**src/rtl/vendo_np.sv**
```systemverilog
// Parametrised N-peso vending controller: coin credit accumulation, single-cycle
// dispense, per-peso change payout, cancel/refund and overflow rejection.
module vendo_np #(
    parameter int unsigned PRICE      = 2,
    parameter int unsigned MAX_CREDIT = 20,
    parameter int unsigned CW         = 5
) (
    input  logic          clk,
    input  logic          reset,
    input  logic          p1,
    input  logic          p5,
    input  logic          p10,
    input  logic          cancel,
    output logic          disp,
    output logic          change,
    output logic          reject,
    output logic          busy,
    output logic [CW-1:0] credit,
    output logic [1:0]    cstate
);

    localparam int unsigned SW = CW + 2;

    typedef enum logic [1:0] {
        S_IDLE    = 2'b00,
        S_COLLECT = 2'b01,
        S_VEND    = 2'b10,
        S_CHANGE  = 2'b11
    } state_t;

    state_t        r_state;
    state_t        w_next_state;
    logic [CW-1:0] r_credit;
    logic [CW-1:0] w_next_credit;
    logic          r_disp;
    logic          r_change;
    logic          r_busy;
    logic          r_reject;
    logic          w_reject;
    logic          w_coin;
    logic [SW-1:0] w_coin_val;
    logic [SW-1:0] w_base;
    logic [SW-1:0] w_sum;

    // Total coin value this cycle; IDLE treats any stale credit as zero.
    assign w_coin_val = (p1  ? SW'(1)  : SW'(0))
                      + (p5  ? SW'(5)  : SW'(0))
                      + (p10 ? SW'(10) : SW'(0));
    assign w_coin     = p1 | p5 | p10;
    assign w_base     = (r_state == S_IDLE) ? SW'(0) : SW'(r_credit);
    assign w_sum      = w_base + w_coin_val;

    always_comb begin
        w_next_state  = r_state;
        w_next_credit = r_credit;
        w_reject      = 1'b0;
        case (r_state)
            S_IDLE, S_COLLECT: begin
                w_next_credit = CW'(w_base);
                if ((r_state == S_COLLECT) && cancel) begin
                    w_next_state = S_CHANGE;
                    w_reject     = w_coin;
                end else if (w_coin) begin
                    if (w_sum <= SW'(MAX_CREDIT)) begin
                        w_next_credit = CW'(w_sum);
                        w_next_state  = (w_sum >= SW'(PRICE)) ? S_VEND : S_COLLECT;
                    end else begin
                        w_reject = 1'b1;
                    end
                end
            end
            S_VEND: begin
                w_reject = w_coin;
                if (r_credit > CW'(PRICE)) begin
                    w_next_credit = r_credit - CW'(PRICE);
                    w_next_state  = S_CHANGE;
                end else begin
                    w_next_credit = CW'(0);
                    w_next_state  = S_IDLE;
                end
            end
            S_CHANGE: begin
                w_reject = w_coin;
                if (r_credit > CW'(1)) begin
                    w_next_credit = r_credit - CW'(1);
                end else begin
                    w_next_credit = CW'(0);
                    w_next_state  = S_IDLE;
                end
            end
        endcase
    end

    // Outputs are registered from the next state so they line up with cstate.
    always_ff @(posedge clk or negedge reset) begin
        if (!reset) begin
            r_state  <= S_IDLE;
            r_credit <= CW'(0);
            r_disp   <= 1'b0;
            r_change <= 1'b0;
            r_busy   <= 1'b0;
            r_reject <= 1'b0;
        end else begin
            r_state  <= w_next_state;
            r_credit <= w_next_credit;
            r_disp   <= (w_next_state == S_VEND);
            r_change <= (w_next_state == S_CHANGE);
            r_busy   <= (w_next_state == S_VEND) || (w_next_state == S_CHANGE);
            r_reject <= w_reject;
        end
    end

    assign disp   = r_disp;
    assign change = r_change;
    assign busy   = r_busy;
    assign reject = r_reject;
    assign credit = r_credit;
    assign cstate = r_state;

endmodule

```
**config.mk**
```make
export PLATFORM = sky130hd
export DESIGN_NAME = vendo_np
export DESIGN_NICKNAME = d
export VERILOG_FILES = /design/src/rtl/vendo_np.sv
export SDC_FILE = /design/constraint.sdc
export NUM_CORES = 1
export LEC_CHECK = 0
export ABC_AREA = 1
export BUFFER_PORTS_ARGS = -buffer_cell sky130_fd_sc_hd__buf_4
export CAP_MARGIN = 30
export CORE_MARGIN = 3
export CORE_UTILIZATION = 40
export DETAILED_ROUTE_END_ITERATION = 6
export GPL_TIMING_DRIVEN = 0
export PLACE_DENSITY_LB_ADDON = 0.25
export SLEW_MARGIN = 10
export SYNTH_ARGS = -nofsm -noshare
export SYNTH_HDL_FRONTEND = slang
export SYNTH_SLANG_ARGS = --single-unit
export TNS_END_PERCENT = 20
```
**constraint.sdc**
```tcl
create_clock -name clk -period 3.9 [get_ports clk]
set_input_delay 0.195 -clock clk [delete_from_list [all_inputs] [get_ports clk]]
set_output_delay 0.195 -clock clk [all_outputs]
set_load 0.1 [all_outputs]
```
# Word level (Yosys, flattened, before mapping)
# Cells that the tools add are included.
# W data, S select, Z words.
dict set report word_totals {
  register_bits 11
  in_bits 6
  out_inout_bits 11
  elab_cells 48
}
dict set report op_classes {
  n_addsub 5
  magnitude_cmp 4
  n_eq_ne 5
  mux 21
  bitwise_logic 2
  reduce_logical 5
}
# operator n
set ops {}
lappend ops {{$mux W5} 6}
lappend ops {{$pmux W5 S3} 1}
lappend ops {{$mux W2} 6}
lappend ops {{$eq A2 B2 Y1 const B} 4}
lappend ops {{$add A5 B5 Y6} 1}
lappend ops {{$ge A6 B2 Y1 const B} 1}
lappend ops {{$le A6 B5 Y1 const B} 1}
lappend ops {{$pmux W2 S3} 1}
lappend ops {{$add A4 B4 Y5} 1}
lappend ops {{$gt A5 B1 Y1 const B} 1}
lappend ops {{$gt A5 B2 Y1 const B} 1}
lappend ops {{$sub A5 B1 Y5 const B} 1}
lappend ops {{$sub A5 B2 Y5 const B} 1}
lappend ops {{$add A1 B3 Y4} 1}
lappend ops {{$mux W1} 4}
lappend ops {{$mux W4} 1}
lappend ops {{$reduce_or A2 Y1} 2}
lappend ops {{$mux W3} 1}
lappend ops {{$eq A2 B1 Y1 const B} 1}
lappend ops {{$logic_not A2 Y1} 1}
lappend ops {{$or A1 B1 Y1} 2}
lappend ops {{$pmux W1 S2} 1}
lappend ops {{$logic_and A1 B1 Y1} 1}
lappend ops {{$logic_or A1 B1 Y1} 1}

# Depth between registers and ports, before layout
# Gate-level depths: netlist of the first run.
dict set report logic_depth {
  word_depth 12
  mapped_depth 14
  mapped_depth_nobuf 14
}

# Worst setup path after synthesis of the first run
# OpenSTA, ideal clock, no wires.
dict set report synth_path {
  path_type {reg-to-reg}
  startpoint {reg r_state[1], in the netlist cstate[1]}
  endpoint {reg r_credit[0], in the netlist credit[0]}
  setup_time_ps 126
  arrival_time_ps 2885
  t_required_ps 3774
  setup_slack_ps 889
  stages_incl_launch_ff 14
  path_buffers 0
  synth_period_minus_slack_ps 3011
  cell_sequence {dfrtp_1 -> nor2_4 -> nor2_1 -> fa_1 -> fa_1 -> or2_1 -> nand3_1 -> nand3_1 -> nand2_4 -> nand3_4 -> nor2_4 -> nand2_1 -> nand3_1 -> nand3_1}
}
dict set report synth_via {
  elab_chain_cells 8
  elab_cells_between_ends 13
  classes_between {add/sub: 1; order compare: 1; eq/ne: 3; mux: 5; reduce/logical: 3}
}
# element line
set synth_rtl {}
lappend synth_rtl {{start, declared} 31} ;# state_t r_state;
lappend synth_rtl {{start signal, assigned} 104} ;# r_state <= w_next_state;
lappend synth_rtl {{$logic_not A2 Y1} {50, 57}}
lappend synth_rtl {{$mux W5} 50} ;# assign w_base = (r_state == S_IDLE) ? SW'(0) : SW'(r_credit);
lappend synth_rtl {{$add A5 B5 Y6} 51} ;# assign w_sum = w_base + w_coin_val;
lappend synth_rtl {{$le A6 B5 Y1} 64} ;# if (w_sum <= SW'(MAX_CREDIT)) begin
lappend synth_rtl {{$mux W5} 64}
lappend synth_rtl {{$mux W5} 63} ;# end else if (w_coin) begin
lappend synth_rtl {{$mux W5} 60} ;# if ((r_state == S_COLLECT) && cancel) begin
lappend synth_rtl {{$pmux W5 S3 (*)} 57} ;# case (r_state)
lappend synth_rtl {{end signal, assigned} 105} ;# r_credit <= w_next_credit;
lappend synth_rtl {{end, declared} 33} ;# logic [CW-1:0] r_credit;
# Mark *: on every way between the ends. The rest lies on a longest branch, timed or not.

# Worst setup path in the final report of the first run
# Same ends and word-level chain as after synthesis.

==> results.sh, run 1 <==
export IMPL_max_cap_viol_count=0
export IMPL_vias=1014
export IMPL_grt_max_degree=12
export IMPL_setup_tns_final_ps=0
export IMPL_path_clk_slew_ps=70
export IMPL_rsz0062_at_grt="false"
export IMPL_grt_pass1_wl_um=3930
export IMPL_cts_resized=0
export IMPL_n_antenna_cell=0
export IMPL_grtUsageTotal=0.149
export IMPL_ys_types=24
export IMPL_routed_wl_um=2340
export IMPL_status="finished clean"
export IMPL_cts_sinks=11
export IMPL_ys_warn_count=0
export IMPL_finalHoldViolCount=0
export IMPL_ant_nets=0
export IMPL_grt_pass1_vias=937
export IMPL_avgViaCountPerCell=5.04
export IMPL_cts_buffer_depth=2
export IMPL_place_congestion=0.841
export IMPL_syn_num_nets=167
export IMPL_syn_inst=150
export IMPL_port_buffers=16
export IMPL_endpoint_kind="flop"
export IMPL_final_cell_mix="32 x nand2_1, 24 x inv_1, 20 x nand3_1"
export IMPL_hp_class="in -> async"
export IMPL_dieArea_um2=3300
export IMPL_core_rowCount=18
export IMPL_drv_slew=0
export IMPL_tightest_slew_ps=320
export IMPL_layout_drive_gt1_share=0.187
export IMPL_period_needed_ps=2760
export IMPL_cts_tree="built"
export IMPL_core_area_um2=2500
export IMPL_cts_hold_buf=1
export IMPL_r2r_start="cstate[1]"
export IMPL_ios=17
export IMPL_dieHeight_um=57.4
export IMPL_fin_nets=189
export IMPL_wire_per_inst_um=11.7
export IMPL_root_buffer="clkbuf_4"
export IMPL_fmax_ghz=0.363
export IMPL_layout_commonest_cell="nand2_1"
export IMPL_grt_overflow=0
export IMPL_start_util=0.423
export IMPL_yosysSeqAreaShare=0.260
export IMPL_htreeDepth=1
export IMPL_clkLatencyLatePin_ps=280
export IMPL_initialDrtViolationCount=35
export IMPL_synthesis_area_um2=1060
export IMPL_synth_area_per_cell_um2=7.06
export IMPL_first_pass_iters=4
export IMPL_area_growth_pct=18.3
export IMPL_crit_start="cstate[1]"
export IMPL_cts_buffers=3
export IMPL_crit_required_ps=4060
export IMPL_ys_ff_latch=11
export IMPL_fin_crit_sh=0.707
export IMPL_final_util=0.501
export IMPL_hpwl_um=1930
export IMPL_hold_ws_ps=292
export IMPL_post_cts_buffers=0
export IMPL_cp_arrival_ps=2920
export IMPL_antenna_found_initial=0
export IMPL_die_x_um=57.4
export IMPL_timing_slew_headroom=0.787
export IMPL_cp_start_kind="flop"
export IMPL_crit_type="reg -> reg"
export IMPL_clock_skew_ps=0.652
export IMPL_setup_viol=0
export IMPL_crit_fanout=8
export IMPL_route_detailed_drc=0
==> registers in the layout (all words and copies together) (netlist names) <==
signal / cells
disp: 1
change: 1
cstate: 2
busy: 1
credit: 5
reject: 1
==> worst max-delay path: stages (launching register included) <==
cell and delay [ps]:
dfrtp_1 480, nor2_4 250, nor2_1 100, fa_1 410, fa_1 420, or2_1 230, nand3_1 70, nand3_1 130
nand2_4 110, nand3_4 110, nor2_4 120, nand2_1 60, nand3_1 70, nand3_1 70
==> synthesized netlist by cell type, drive strengths merged <==
master   instances  area [um^2]
nor2            19         93.8
or2              1         6.26
nand4            4         31.3
inv             26         97.6
xor2             3         26.3
a21boi           1         11.3
o22ai            2         12.5
a2bb2oi          1         8.76
nand2           37          156
dfrtp           11          275
and2             1         6.26
a21oi            5         25.0
ha               9          113
o21ai            6         30.0
a22oi            1         7.51
fa               2         40.0
nand3           21          118
==> final timing paths <==
path                             endpoint  slack (ps)  cells past startpoint
max in group asynchronous       credit[1]        3460                      2
worst min register to register  credit[0]         640                      2
worst max register to register  credit[0]        1140                     13
worst max-delay path            credit[0]        1140                     13
min in group clk                     disp         300                      6
worst min-delay path               change         290                      2
==> cells by family after synthesis <==
group                      synth area share
DFF                                   0.260
and+or+nand+nor                       0.389
xor gates and xnor gates             0.0248
adders and majority gates             0.144
AOI/OAI and AO/OA                    0.0898
buffers and inverters                0.0922
==> layer usage <==
metal | up-vias | routed length, um | track usage
met1 | 471 | 1120 | 0.200
li1 | 525 | - | -
met5 | - | 0 | 0
met4 | 0 | 26 | 0.0596
met3 | 2 | 62 | 0.00679
met2 | 16 | 1130 | 0.250
==> stage by stage <==
| step | cells | instance area [um^2] | setup slack, ps |
|---|---|---|---|
| 6_report | 201 | 1250 | 1140 |
| 3_5_place_dp | 196 | 1220 | 1150 |
| 5_1_grt | 201 | 1250 | 925 |
| 3_3_place_gp | 196 | 1220 | 1170 |
| 4_1_cts | 201 | 1250 | 1130 |
| 2_1_floorplan | 150 | 1060 | 889 |
==> area by class of cell <==
| type | instances | area (um^2) |
|---|---|---|
| inverters | 26 | 97.6 |
| multi-input cells | 113 | 686 |
| repair buffers | 17 | 130 |
| flip-flops and latches | 11 | 275 |
| fillers | 249 | 1250 |
| well taps | 30 | 37.5 |
| clock buffers | 4 | 26.3 |
Power of run 1 is not shown: default switching activity piles up to over one toggle a cycle in this logic, so the estimate is an artifact.
==> run 2: changes to the inputs <==
clock period = 2.5 ns   (was 3.9 ns; I/O delays follow)
==> run 2 against run 1 <==
Net effect: the flow now finishes with violations (negative setup slack); flip-flop and latch count did not move; sequential share of layout area fell by 1.1 points; final area rose by 9.1%; register-to-register slack got worse by 1200 ps; cell count rose by 2.0%; first-iteration DRC count rose by 20%; clock skew rose by 2.5 ps; global-route usage rose by 2.2 points; critical path depth fell by 1; worst setup slack got worse by 1200 ps.
==> results.sh, run 2 (synthesized netlist as in run 1, its figures left out) <==
export IMPL_status="finished with violations"
export IMPL_violations="negative setup slack"
export IMPL_crit_top_cell="nor2_4"
export IMPL_cp_arrival_ps=2690
export IMPL_area_growth_pct=29.1
export IMPL_place_congestion=0.812
export IMPL_layout_commonest_cell="nand2_1"
export IMPL_vias=1061
export IMPL_path_delay_family="simple AND/OR/NAND/NOR gates"
export IMPL_cp_start_kind="flop"
export IMPL_crit_type="reg -> reg"
export IMPL_endpoint_kind="flop"
export IMPL_setup_viol=6
export IMPL_grt_pass1_wl_um=4430
export IMPL_clkLatencyLatePin_ps=280
export IMPL_core_area_um2=2500
export IMPL_fmax_ghz=0.397
export IMPL_regToRegSetupSlack_ps=-20
export IMPL_htreeDepth=1
export IMPL_dieArea_um2=3300
export IMPL_layout_drive_gt1_share=0.314
export IMPL_grt_overflow=0
export IMPL_wire_per_inst_um=12.3
export IMPL_timing_slew_headroom=0.782
export IMPL_ant_nets=0
export IMPL_cts_sinks=11
export IMPL_largest_reg_flops=5
export IMPL_met2_length_um=1250
export IMPL_ios=17
export IMPL_grt_max_degree=12
export IMPL_core_rowCount=18
export IMPL_slowest_stage="dfrtp_4"
export IMPL_fin_crit_sh=1.01
export IMPL_tightest_slew_ps=326
export IMPL_drv_slew=0
export IMPL_cts_buffer_depth=2
export IMPL_place_inst=196
export IMPL_dieHeight_um=57.4
export IMPL_clock_skew_ps=3.20
export IMPL_multi_input_area_um2=759
export IMPL_drt_met1_wl_um=1120
export IMPL_cp_depth=12
export IMPL_rr_worst_depth=12
export IMPL_rsz0062_at_grt="true"
export IMPL_die_x_um=57.4
export IMPL_avgViaCountPerCell=5.18
export IMPL_first_pass_iters=4
export IMPL_fin_cells=205
export IMPL_wl_met3_um=87
export IMPL_cts_buffers=3
export IMPL_start_util=0.423
export IMPL_crit_required_ps=2670
export IMPL_top_layer_used="met4"
export IMPL_grtUsageTotal=0.171
export IMPL_port_buffers=16
export IMPL_fin_ws_ps=-17.5
export IMPL_seq_area_um2=285
export IMPL_route_detailed_drc=0
export IMPL_path_buf_inv=0
export IMPL_final_cell_mix="28 x nand2_1, 22 x inv_1, 20 x buf_4"
export IMPL_fillers=261
export IMPL_root_buffer="clkbuf_4"
export IMPL_hp_class="in -> async"
export IMPL_critical_path_max_stage_delay_ps=500
export IMPL_cts_tree="built"
export IMPL_hpwl_um=1980
export IMPL_finalHoldViolCount=0
export IMPL_worstPathCellList="nor2_4, nor2_4, fa_2, fa_2, or2_1, and2_4, nor2_4, nand4_1, nand4_4, nand2_2, nand2_4, nor2_1"
export IMPL_place_ws_ps=-144
export IMPL_final_util=0.547
export IMPL_antenna_found_initial=0
export IMPL_n_antenna_cell=0
export IMPL_grt_pass1_vias=1023
export IMPL_fin_nets=193
export IMPL_setup_tns_final_ps=-46.4
export IMPL_max_cap_viol_count=0
export IMPL_routed_wl_um=2510
export IMPL_period_needed_ps=2520
export IMPL_reg2reg_to="change"
export IMPL_r2r_start="cstate[0]"
export IMPL_path_clk_slew_ps=80
export IMPL_initialDrtViolationCount=42
export IMPL_crit_fanout=4
run 2: final cells by class:
type                       count  share of cell area
sequential                    11               0.209
multi-input combinational    113               0.556
timing repair buffer          21               0.117
clock buffer                   4              0.0192
inverter                      26              0.0714
tap                           30              0.0275
run 2: worst max path at each step:
stage | startpoint | to | slack (ps)
after floorplan | cstate[0] | cstate[0] | -100
after global placement | cstate[0] | credit[1] | -110
after detailed placement | cstate[0] | change | -140
after CTS | cstate[1] | credit[1] | -20
after global routing | cstate[0] | credit[0] | -140
final | cstate[0] | change | -20
run 2: stage by stage:
stage               area, um^2  hold WS, ps
floorplan                 1090         -171
global placement          1240        -33.3
detailed placement        1240        -28.8
CTS                       1300          204
global route              1370          225
finish                    1370          207
run 2: routing by layer:
layer  track usage  vias to the layer above
li1              -                      537
met4         0.103                        0
met1         0.217                      492
met2         0.282                       27
met3        0.0136                        5
met5             0                        -
run 2: worst register-to-register path: cells and delay by family, from the launching register on:
kind / cells / cell delay [ps]
adder cells (fa/ha/maj): 2 / 730
AND/OR/NAND/NOR: 10 / 1180
flip-flops: 1 / 500
run 2: repair_timing:
action                                 4_1_cts  5_1_grt
pin swaps                                    2        3
setup endpoints to repair                   10       10
hold buffers                                 1        0
buffers inserted                             3        1
endpoints found under the hold margin       11        0
resized for setup                            1       15
Power of run 2 is left out for the same reason.
==> run 3: changes to the inputs <==
BUFFER_PORTS_ARGS = -buffer_cell sky130_fd_sc_hd__buf_2   (was -buffer_cell sky130_fd_sc_hd__buf_4)
clock period = 2.1 ns   (was 2.5 ns; I/O delays follow)
==> run 3 against run 2 <==
Net effect: via count fell by 3.7%; hold slack better by 8.6 ps; clock skew grew 4.4 ps; the flow still finishes with violations (negative setup slack); critical endpoint is now credit[0]; wire length is 5.3% lower; cell count stayed put; largest cell class unchanged.
==> results.sh, run 3 (synthesized netlist as in run 1, its figures left out) <==
export IMPL_routed_wl_um=2380
export IMPL_place_inst=196
export IMPL_period_needed_ps=2530
export IMPL_largest_reg_flops=5
export IMPL_ios=17
export IMPL_violations="negative setup slack"
export IMPL_cp_arrival_ps=2700
export IMPL_rr_worst_depth=13
export IMPL_route_detailed_drc=0
export IMPL_cts_tree="built"
export IMPL_antenna_found_initial=0
export IMPL_fin_nets=193
export IMPL_final_area_um2=1280
export IMPL_fin_ws_ps=-433
export IMPL_reg2reg_to="credit[0]"
export IMPL_r2r_start="cstate[0]"
export IMPL_grt_pass1_vias=957
export IMPL_hpwl_um=1920
export IMPL_vias=1022
export IMPL_cts_buffer_depth=2
export IMPL_multi_input_area_um2=716
export IMPL_place_congestion=0.832
export IMPL_grtUsageTotal=0.160
export IMPL_first_pass_iters=4
export IMPL_wire_per_inst_um=11.6
export IMPL_start_util=0.423
export IMPL_crit_fanout=6
export IMPL_area_growth_pct=21.2
export IMPL_setup_viol=11
export IMPL_fmax_ghz=0.395
export IMPL_grt_pass1_wl_um=4180
export IMPL_status="finished with violations"
export IMPL_post_dp_cell_area_um2=1200
export IMPL_dieArea_um2=3300
export IMPL_die_x_um=57.4
export IMPL_fin_cells=205
export IMPL_cts_sinks=11
export IMPL_clkLatencyLatePin_ps=280
export IMPL_grt_max_degree=12
export IMPL_fillers=263
export IMPL_tightest_slew_ps=487
export IMPL_final_cell_mix="31 x nand2_1, 23 x inv_1, 19 x nand3_1"
export IMPL_port_buffers=16
export IMPL_endpoint_kind="flop"
export IMPL_cts_buffers=3
export IMPL_layout_drive_gt1_share=0.274
export IMPL_htreeDepth=1
export IMPL_n_antenna_cell=0
export IMPL_avgViaCountPerCell=4.99
export IMPL_timing_slew_headroom=0.677
export IMPL_cp_start_kind="flop"
export IMPL_core_rowCount=18
export IMPL_hp_class="in -> async"
export IMPL_ant_nets=0
export IMPL_dieHeight_um=57.4
export IMPL_initialDrtViolationCount=52
export IMPL_seq_area_um2=285
export IMPL_regToRegSetupSlack_ps=-430
export IMPL_drv_slew=0
export IMPL_path_clk_slew_ps=70
export IMPL_crit_required_ps=2260
export IMPL_crit_type="reg -> reg"
export IMPL_grt_overflow=0
export IMPL_clock_skew_ps=7.60
export IMPL_finalHoldViolCount=0
export IMPL_core_area_um2=2500
export IMPL_max_cap_viol_count=0
export IMPL_root_buffer="clkbuf_4"
export IMPL_rsz0062_at_grt="true"
export IMPL_layout_commonest_cell="nand2_1"
export IMPL_fin_crit_sh=1.21
## run 3: worst max path at each step
stage,from,depth (start not counted),to,slack (ps)
5_1_grt,cstate[0],12,change,-580
3_3_place_gp,cstate[0],13,credit[1],-510
2_1_floorplan,cstate[0],13,cstate[0],-500
6_report,cstate[0],13,credit[0],-430
4_1_cts,cstate[1],12,change,-420
3_5_place_dp,cstate[0],13,credit[0],-550
## run 3: metrics by stage
stage          utilization  setup slack, ps  hold WS, ps  TNS [ps]
2_1_floorplan            -             -500         -191     -5110
3_3_place_gp         0.481             -511        -14.1     -5200
3_5_place_dp         0.481             -549        -10.0     -5560
4_1_cts              0.505             -416          215     -4090
5_1_grt              0.513             -578          247     -5820
6_report             0.513             -433          216     -4300
## run 3: area by class of cell
class                   instances  area share
flip-flops and latches         11       0.222
inverters                      26      0.0761
well taps                      30      0.0293
clock buffers                   4      0.0205
repair buffers                 21      0.0937
multi-input cells             113       0.558
## run 3: per-layer routing
metal  GRT usage  part of all wire
met1       0.229              0.47
met4      0.0596            0.0092
met3      0.0136             0.045
met2       0.250              0.47
met5           0                 0
## run 3: worst max-delay path, cell delays in order, from the launching register on
cell and delay [ps]:
dfrtp_4 510, nor2_4 150, nor2_4 50, fa_2 360
fa_2 420, or2_1 230, nand3_1 90, nand3_2 90
nand2_4 100, nand3_4 110, nor2_4 120, nand2_1 50
nand3_1 70, nand3_1 70
## run 3: repair_timing
item	in CTS	in global routing
resized for setup	1	6
setup buffers	3	1
setup endpoints to repair	11	11
pin swaps	1	7
gates cloned	0	0
endpoints found under the hold margin	11	0
hold buffers	1	0
Power of run 3 is left out for the same reason.
